`config.mk`:
```
export PLATFORM = sky130hd
export DESIGN_NAME = subr8u_serial
export DESIGN_NICKNAME = d
export VERILOG_FILES = /design/src/rtl/subr8u_serial.sv
export SDC_FILE = /design/constraint.sdc
export NUM_CORES = 1
export LEC_CHECK = 0
export BUFFER_PORTS_ARGS = -buffer_cell sky130_fd_sc_hd__buf_2
export CORE_UTILIZATION = 44
export DETAILED_ROUTE_END_ITERATION = 8
export PLACE_DENSITY = 0.66
export SKIP_LAST_GASP = 1
export SYNTH_ARGS = -nofsm -noshare
export SYNTH_HDL_FRONTEND = slang
export SYNTH_SLANG_ARGS = --single-unit
```
`constraint.sdc`:
```
create_clock -name clk -period 2.9 [get_ports clk]
set_input_delay 0.29 -clock clk [delete_from_list [all_inputs] [get_ports clk]]
set_output_delay 0.29 -clock clk [all_outputs]
set_load 0.01 [all_outputs]
```
`src/rtl/subr8u_serial.sv`:
```
// subr8u_serial: bit-serial unsigned subtractor, D = S - A, using one full-subtractor cell.
// Operands are latched, rotated LSB-first through the cell, and the result is shifted in from the MSB side.
// Optional self-check (re-add result and compare to S) is enabled by defining SUBR8U_SERIAL_CHECK_EN.
module subr8u_serial #(
    parameter int unsigned WIDTH = 8
) (
    input  logic             clk,
    input  logic             rst,
    input  logic             in_valid,
    output logic             in_ready,
    input  logic [WIDTH:0]   s,
    input  logic [WIDTH-1:0] a,
    output logic             out_valid,
    input  logic             out_ready,
    output logic [WIDTH-1:0] d,
    output logic             range_err,
    output logic             err
);

    localparam int unsigned CW = $clog2(WIDTH + 1);

    typedef enum logic [1:0] {
        IDLE,
        SHIFT,
        DONE
    } state_t;

    state_t           state_q, state_d;
    logic [WIDTH:0]   s_q, s_d;
    logic [WIDTH:0]   a_q, a_d;
    logic [WIDTH:0]   r_q, r_d;
    logic             borrow_q, borrow_d;
    logic [CW-1:0]    cnt_q, cnt_d;
    logic             in_ready_q, in_ready_d;
    logic             out_valid_q, out_valid_d;
    logic [WIDTH-1:0] d_q, d_d;
    logic             range_err_q, range_err_d;
    logic             bit_r;
    logic             bit_b;

`ifdef SUBR8U_SERIAL_CHECK_EN
    logic             err_q, err_d;
    logic [WIDTH:0]   chk_sum;
`endif

    // Full-subtractor cell on the current LSB of the rotating operand registers.
    always_comb begin
        bit_r = s_q[0] ^ a_q[0] ^ borrow_q;
        bit_b = (~s_q[0] & a_q[0]) | (~(s_q[0] ^ a_q[0]) & borrow_q);
    end

    // Next-state and datapath: operands rotate so they are restored after WIDTH+1 shifts.
    always_comb begin
        state_d     = state_q;
        s_d         = s_q;
        a_d         = a_q;
        r_d         = r_q;
        borrow_d    = borrow_q;
        cnt_d       = cnt_q;
        in_ready_d  = in_ready_q;
        out_valid_d = out_valid_q;
        d_d         = d_q;
        range_err_d = range_err_q;
`ifdef SUBR8U_SERIAL_CHECK_EN
        err_d       = err_q;
        chk_sum     = '0;
`endif
        case (state_q)
            IDLE: begin
                if (in_valid && in_ready_q) begin
                    s_d        = s;
                    a_d        = {1'b0, a};
                    r_d        = '0;
                    borrow_d   = 1'b0;
                    cnt_d      = '0;
                    in_ready_d = 1'b0;
                    state_d    = SHIFT;
                end
            end
            SHIFT: begin
                s_d      = {s_q[0], s_q[WIDTH:1]};
                a_d      = {a_q[0], a_q[WIDTH:1]};
                r_d      = {bit_r, r_q[WIDTH:1]};
                borrow_d = bit_b;
                cnt_d    = cnt_q + CW'(1);
                if (cnt_q == CW'(WIDTH)) begin
                    state_d     = DONE;
                    out_valid_d = 1'b1;
                    d_d         = r_d[WIDTH-1:0];
                    range_err_d = bit_r | bit_b;
`ifdef SUBR8U_SERIAL_CHECK_EN
                    // Independent parallel re-add of the result against the restored operands.
                    chk_sum     = r_d + a_d;
                    err_d       = (chk_sum != s_d);
`endif
                end
            end
            DONE: begin
                if (out_ready) begin
                    state_d     = IDLE;
                    out_valid_d = 1'b0;
                    in_ready_d  = 1'b1;
`ifdef SUBR8U_SERIAL_CHECK_EN
                    err_d       = 1'b0;
`endif
                end
            end
            default: begin
                state_d     = IDLE;
                in_ready_d  = 1'b1;
                out_valid_d = 1'b0;
            end
        endcase
    end

    // State and datapath registers with asynchronous reset.
    always_ff @(posedge clk or posedge rst) begin
        if (rst) begin
            state_q     <= IDLE;
            s_q         <= '0;
            a_q         <= '0;
            r_q         <= '0;
            borrow_q    <= 1'b0;
            cnt_q       <= '0;
            in_ready_q  <= 1'b1;
            out_valid_q <= 1'b0;
            d_q         <= '0;
            range_err_q <= 1'b0;
`ifdef SUBR8U_SERIAL_CHECK_EN
            err_q       <= 1'b0;
`endif
        end else begin
            state_q     <= state_d;
            s_q         <= s_d;
            a_q         <= a_d;
            r_q         <= r_d;
            borrow_q    <= borrow_d;
            cnt_q       <= cnt_d;
            in_ready_q  <= in_ready_d;
            out_valid_q <= out_valid_d;
            d_q         <= d_d;
            range_err_q <= range_err_d;
`ifdef SUBR8U_SERIAL_CHECK_EN
            err_q       <= err_d;
`endif
        end
    end

    assign in_ready  = in_ready_q;
    assign out_valid = out_valid_q;
    assign d         = d_q;
    assign range_err = range_err_q;
`ifdef SUBR8U_SERIAL_CHECK_EN
    assign err       = err_q;
`else
    assign err       = 1'b0;
`endif

endmodule

```
## Yosys cells after proc, flatten, opt, wreduce, memory -nomap -nowiden

Index checks and enable logic that the tools add are counted.

| word-level totals | value |
|---|---|
| register bits | 45 |
| bits in latches | 0 |
| memory bits (writable) | 0 |
| bits in read-only memories | 0 |
| logic and storage cells | 54 |
| memories | 0 |

| cells by class | value |
|---|---|
| add/subtract/negate cells | 1 |
| multipliers | 0 |
| divide/modulo/power cells | 0 |
| magnitude comparators | 0 |
| eq/ne operators | 6 |
| shift operators | 0 |
| mux-type cells | 19 |
| bitwise operators | 10 |
| reduce and logical (&&, ||, !) cells | 8 |

Operators by type and width:

| operator | count |
|---|---|
| $pmux 9 s2 | 3 |
| $mux 9 | 3 |
| $reduce_and 3->1 | 3 |
| $pmux 4 s2 | 1 |
| $mux 2 | 3 |
| $ne 2x2->1 const B | 3 |
| $pmux 1 s3 | 2 |
| $pmux 2 s3 | 1 |
| $add 4x1->4 const B | 1 |
| $eq 4x4->1 const B | 1 |
| $mux 1 | 4 |
| $mux 4 | 1 |
| $not 1->1 | 4 |
| $reduce_and 2->1 | 2 |
| $and 1x1->1 | 2 |
| $eq 2x1->1 const B | 1 |
| $eq 2x2->1 const B | 1 |
| $logic_not 2->1 | 1 |
| $or 1x1->1 | 2 |
| $pmux 1 s2 | 1 |
| $reduce_bool 2->1 | 1 |
| $xor 1x1->1 | 2 |
| $logic_and 1x1->1 | 1 |

## Logic depth before layout (Yosys ltp)

| logic depth | value |
|---|---|
| depth in word-level cells | 5 |
| gate-level depth with buffers | 6 |
| mapped depth without buffers | 5 |

## Worst setup path before layout

No wires, ideal clock.

| timing | value |
|---|---|
| path type | reg2reg |
| start point | register cnt_q[0] |
| end point | register d_q[0], in the netlist d[0] |
| setup time | 0.125 ns |
| arrival time | 1.373 ns |
| slack | 1.403 ns |
| stages on the path, launching flop included | 7 |
| buffers on the path | 1 |
| clock period less this slack | 1.497 ns |
| cell sequence | dfrtp_1 inv_1 ha_1 nand4b_1 nor2_1 buf_2 mux2_2 |

| on the way | value |
|---|---|
| cells in the longest elaborated chain, start to end | 2 |

RTL lines:

| element | RTL line | text |
|---|---|---|
| from (decl) | 33 | `logic [CW-1:0] cnt_q, cnt_d;` |
| from (signal assigned) | 138 | `cnt_q <= cnt_d;` |
| $eq 4x4->1 | 86 | `if (cnt_q == CW'(WIDTH)) begin` |
| $reduce_and 2->1 (no line) | -- |  |
| to (signal assigned) | 127 | `d_q <= '0;` |
| to (signal assigned) | 141 | `d_q <= d_d;` |
| to (decl) | 36 | `logic [WIDTH-1:0] d_q, d_d;` |

Every way passes these cells.
A chain may end at the register's enable or synchronous reset.

## Final worst setup path

| timing | value |
|---|---|
| start point | register state_q[0] |
| end point | register cnt_q[0] |

| on the way | value |
|---|---|
| cells in the longest elaborated chain, start to end | 3 |
| elaborated cells between the ends (all ways) | 6 |
| classes of those cells | eq/ne (2); mux (1); reduce/logical (3) |

RTL lines:

| element | RTL line | text |
|---|---|---|
| from (decl) | 28 | `state_t state_q, state_d;` |
| from (signal assigned) | 133 | `state_q <= state_d;` |
| $eq 2x1->1 or $logic_not 2->1 (tied branches) | 68 | `case (state_q)` |
| $reduce_bool 2->1 (no line) or $ne 2x2->1 (tied branches) | -- |  |
| $reduce_and 2->1 (no line) | -- |  |

Parallel ways exist; a longest one is shown, timed or not.

==> run_results.csv <==
group,metric,value,unit
grt,grt_remaining_overflow,0,
timing,fmax,555,MHz
clock_tree,cts.sinks,44,
synthesis,yosys.area_share.simple,0.0444,
pwr,power.switching,0.231,mW
timing,period_needed,1.80,ns
critical_path,path_cells,"nor2b_2, buf_4, nand2_1, o21ai_0",
synthesis,synth_fp_nets,187,
detailed_routing,ant_nets,0,
detailed_routing,drc,0,
clock_tree,cts_root_buf,"clkbuf_8",
clock_tree,holdBufCountCts,0,
pwr,leakage,1.19,nW
floorplan,die-area,4690,sq um
finish,n_antenna_cell,0,
critical_path,crit_buf_inv,1,
synthesis,synth_compound_area_frac,0.169,
timing,rsz0062_at_grt,"no",
timing,relSlewSlack,0.367,
critical_path,crit_arrival,2.02,ns
finish,drive_gt1_frac,0.291,
pwr,p_seq_frac,0.537,
grt,grt_pass1_wl,6.15,mm
critical_path,critPathTopFamily,"simple AND/OR/NAND/NOR gates",
synthesis,synth_cells,163,
critical_path,regToRegEndpoint,"cnt_q[0]$_DFFE_PP0P_",
floorplan,die_h,68.5,um
finish,nNetsFinal,219,
critical_path,r2r_slack,1.10,ns
pwr,clkPwrFrac,0.430,
synthesis,postSynthAreaPerCell,11.9,sq um
clock_tree,h-tree-depth,2,
synthesis,muxShareOfSynthArea,0.140,
timing,period_share,0.621,
grt,grt_max_degree,24,
synthesis,synthAdderAreaFrac,0.0232,
detailed_routing,firstDrtPassIters,4,
critical_path,crit_start,"state_q[0]$_DFFE_PP0P_",
finish,areaGrowthSynthToFinish,16.1,%
clock_tree,cts_tree,"built",
pwr,worst_ir_drop_vdd,0.000317,V
finish,fillers,366,
timing,hold_viol,0,
synthesis,netlist_area,1940,sq um
clock_tree,cts_setup_buffers,0,
critical_path,rr_worst_depth,4,
grt,antenna_found_initial,0,
synthesis,seq_area_frac_synth,0.567,
critical_path,crit_type,"reg2reg",
floorplan,dieWidth,68.5,um
synthesis,synth_xor_area_frac,0,
critical_path,worstSetupEndpointType,"register",
clock_tree,cts_buffers,5,
detailed_routing,via_per_inst,5.44,
pwr,p_comb_frac,0.033,
synthesis,ys_warn_count,0,
placed_design,portBuffers,31,
pwr,p_per_area,506,nW/um^2
synthesis,ys_ff_latch,44,
timing,worstMarginPinSlew,0.946,ns
critical_path,reg2reg_from,"state_q[0]$_DFFE_PP0P_",
detailed_routing,wl_per_cell,15.0,um
pwr,p_sw_frac,0.202,
timing,fin_worst_skew,0.00764,ns
timing,setup_slack,1.10,ns
critical_path,start_kind,"register",
pwr,p_int,0.911,mW
placed_design,gp_routability_congestion,0.767,
hold_path,hold_class,"in2async",
detailed_routing,num_vias,1339,
clock_tree,clkLatencyLatePin,0.30,ns
detailed_routing,totalWireLength,3.68,mm
clock_tree,clkTransAtPathRegs,0.08,ns
critical_path,cpMaxStageDelayCell,"nor2b_2",
job,cap_viol_max_count,0,
timing,whs,0.158,ns
placed_design,hpwl,2.56,mm
critical_path,cp.required,3.11,ns
synthesis,synthDistinctLibCells,32,
floorplan,core_area,4120,sq um
status,status,"finished, final reports clean",
critical_path,timing.critical_path.slowest_cell_delay,0.82,ns
detailed_routing,drt_iter0_markers,93,
floorplan,ios,33,
timing,slew_viol_final,0,
pwr,fin_total_pwr,1.14,mW
timing,tns,0,ns
synthesis,synth_top_family_by_area,"compound AO/OA/AOI/OAI gates",
grt,grt_usage,0.183,
timing,setup_viol,0,
floorplan,start_util,0.472,
placed_design,place_ws,1.11,ns
clock_tree,cts_buffer_depth,2,
grt,grt_pass1_vias,1372,
critical_path,worstPathMaxFanout,16,
floorplan,rows,23,
clock_tree,cts_resized,0,
per-layer routing:
metal,part of all wire,GRT usage,vias to the layer above
met4,0.016,0.0781,0
met1,0.45,0.222,662
met5,0,0,-
met2,0.49,0.313,29
met3,0.037,0.0400,7
li1,-,-,641
worst max path at each step:
| stage | slack [ns] | to | cells past startpoint |
|---|---|---|---|
| final | 1.10 | cnt_q[0]$_DFFE_PP0P_ | 4 |
| after global routing | 0.96 | cnt_q[0]$_DFFE_PP0P_ | 4 |
| after CTS | 1.08 | cnt_q[0]$_DFFE_PP0P_ | 4 |
| after detailed placement | 1.11 | a_q[8]$_DFFE_PP0P_ | 5 |
| after global placement | 1.16 | r_q[5]$_DFFE_PP0P_ | 3 |
| after floorplan | 1.40 | d[0]$_DFFE_PP0P_ | 6 |
layout make-up:
class                   count  area, sq um  share of cell area
flip-flops and latches     44         1100               0.489
multi-input cells         102          738               0.327
repair buffers             37          213              0.0943
clock buffers               6         82.6              0.0366
well taps                  50         62.6              0.0277
clock inverters             2         38.8              0.0172
inverters                   5         18.8             0.00832
synthesized netlist by cell type, drive strengths merged:
master   count  share of area
or2          1         0.0032
a211o        1         0.0045
ha           2          0.013
a22o         9          0.041
mux2         9          0.052
nor2b        1         0.0032
clkbuf       4         0.0084
nand2b       2         0.0064
nand2        4         0.0077
o2bb2ai      1         0.0045
buf          8          0.036
dfrtp       43           0.55
a21oi        4          0.012
nor2         4         0.0077
conb         1         0.0019
nor3         1         0.0026
nand4b       1         0.0045
and3         1         0.0032
o22a         1         0.0045
fa           1          0.010
dfstp        1          0.014
o21ai       37          0.095
inv          5         0.0097
nand3        1         0.0026
a21o         2         0.0077
and2         1         0.0032
mux2i       17          0.088
sequential cells by signal, summed over array words and instances (netlist names):
register,cells
a_q,9
s_q,9
d,8
r_q,8
cnt_q,4
state_q,2
borrow_q,1
in_ready,1
out_valid,1
range_err,1
kinds of logic (layout without fill, tap and decap cells):
group | count (synthesis) | after routing
AO/OA/AOI/OAI | 55 | 55
adder cells (fa/ha/maj) | 3 | 3
buffers and inverters | 17 | 50
flip-flops | 44 | 44
multiplexers | 26 | 26
other | 1 | 1
AND/OR/NAND/NOR | 17 | 17
per-stage QoR:
| step | cells | area (sq um) | utilization |
|---|---|---|---|
| 2_1_floorplan | 163 | 1940 | - |
| 3_3_place_gp | 238 | 2130 | 0.519 |
| 3_5_place_dp | 238 | 2130 | 0.519 |
| 4_1_cts | 246 | 2260 | 0.548 |
| 5_1_grt | 246 | 2260 | 0.548 |
| 6_report | 246 | 2260 | 0.548 |
worst register-to-register path, stage by stage, from the launching register on:
cell     delay, ns
dfrtp_1       0.47
nor2b_2       0.82
buf_4         0.30
nand2_1       0.07
o21ai_0       0.07
power by group through the flow:
| stage | Sequential [mW] | Clock (mW) | Combinational [mW] |
|---|---|---|---|
| 6_report | 0.613 | 0.491 | 0.0380 |
| 5_1_grt | 0.613 | 0.531 | 0.0432 |
| 4_1_cts | 0.613 | 0.505 | 0.0395 |
| 3_5_place_dp | 0.625 | 0 | 0.0393 |
| 3_3_place_gp | 0.625 | 0 | 0.0378 |
| 2_1_floorplan | 0.625 | 0 | 0.0176 |
cells in the final DEF (no fill, tap or decap), types with 5 or more instances in the layout:
master / count
mux2_2: 9
a22o_1: 9
mux2i_1: 17
inv_1: 5
o21ai_0: 31
buf_4: 5
dfrtp_1: 43
buf_2: 31
clkbuf_8: 6
o21ai_1: 6
Note: power is estimated with default switching activity, not from simulation.
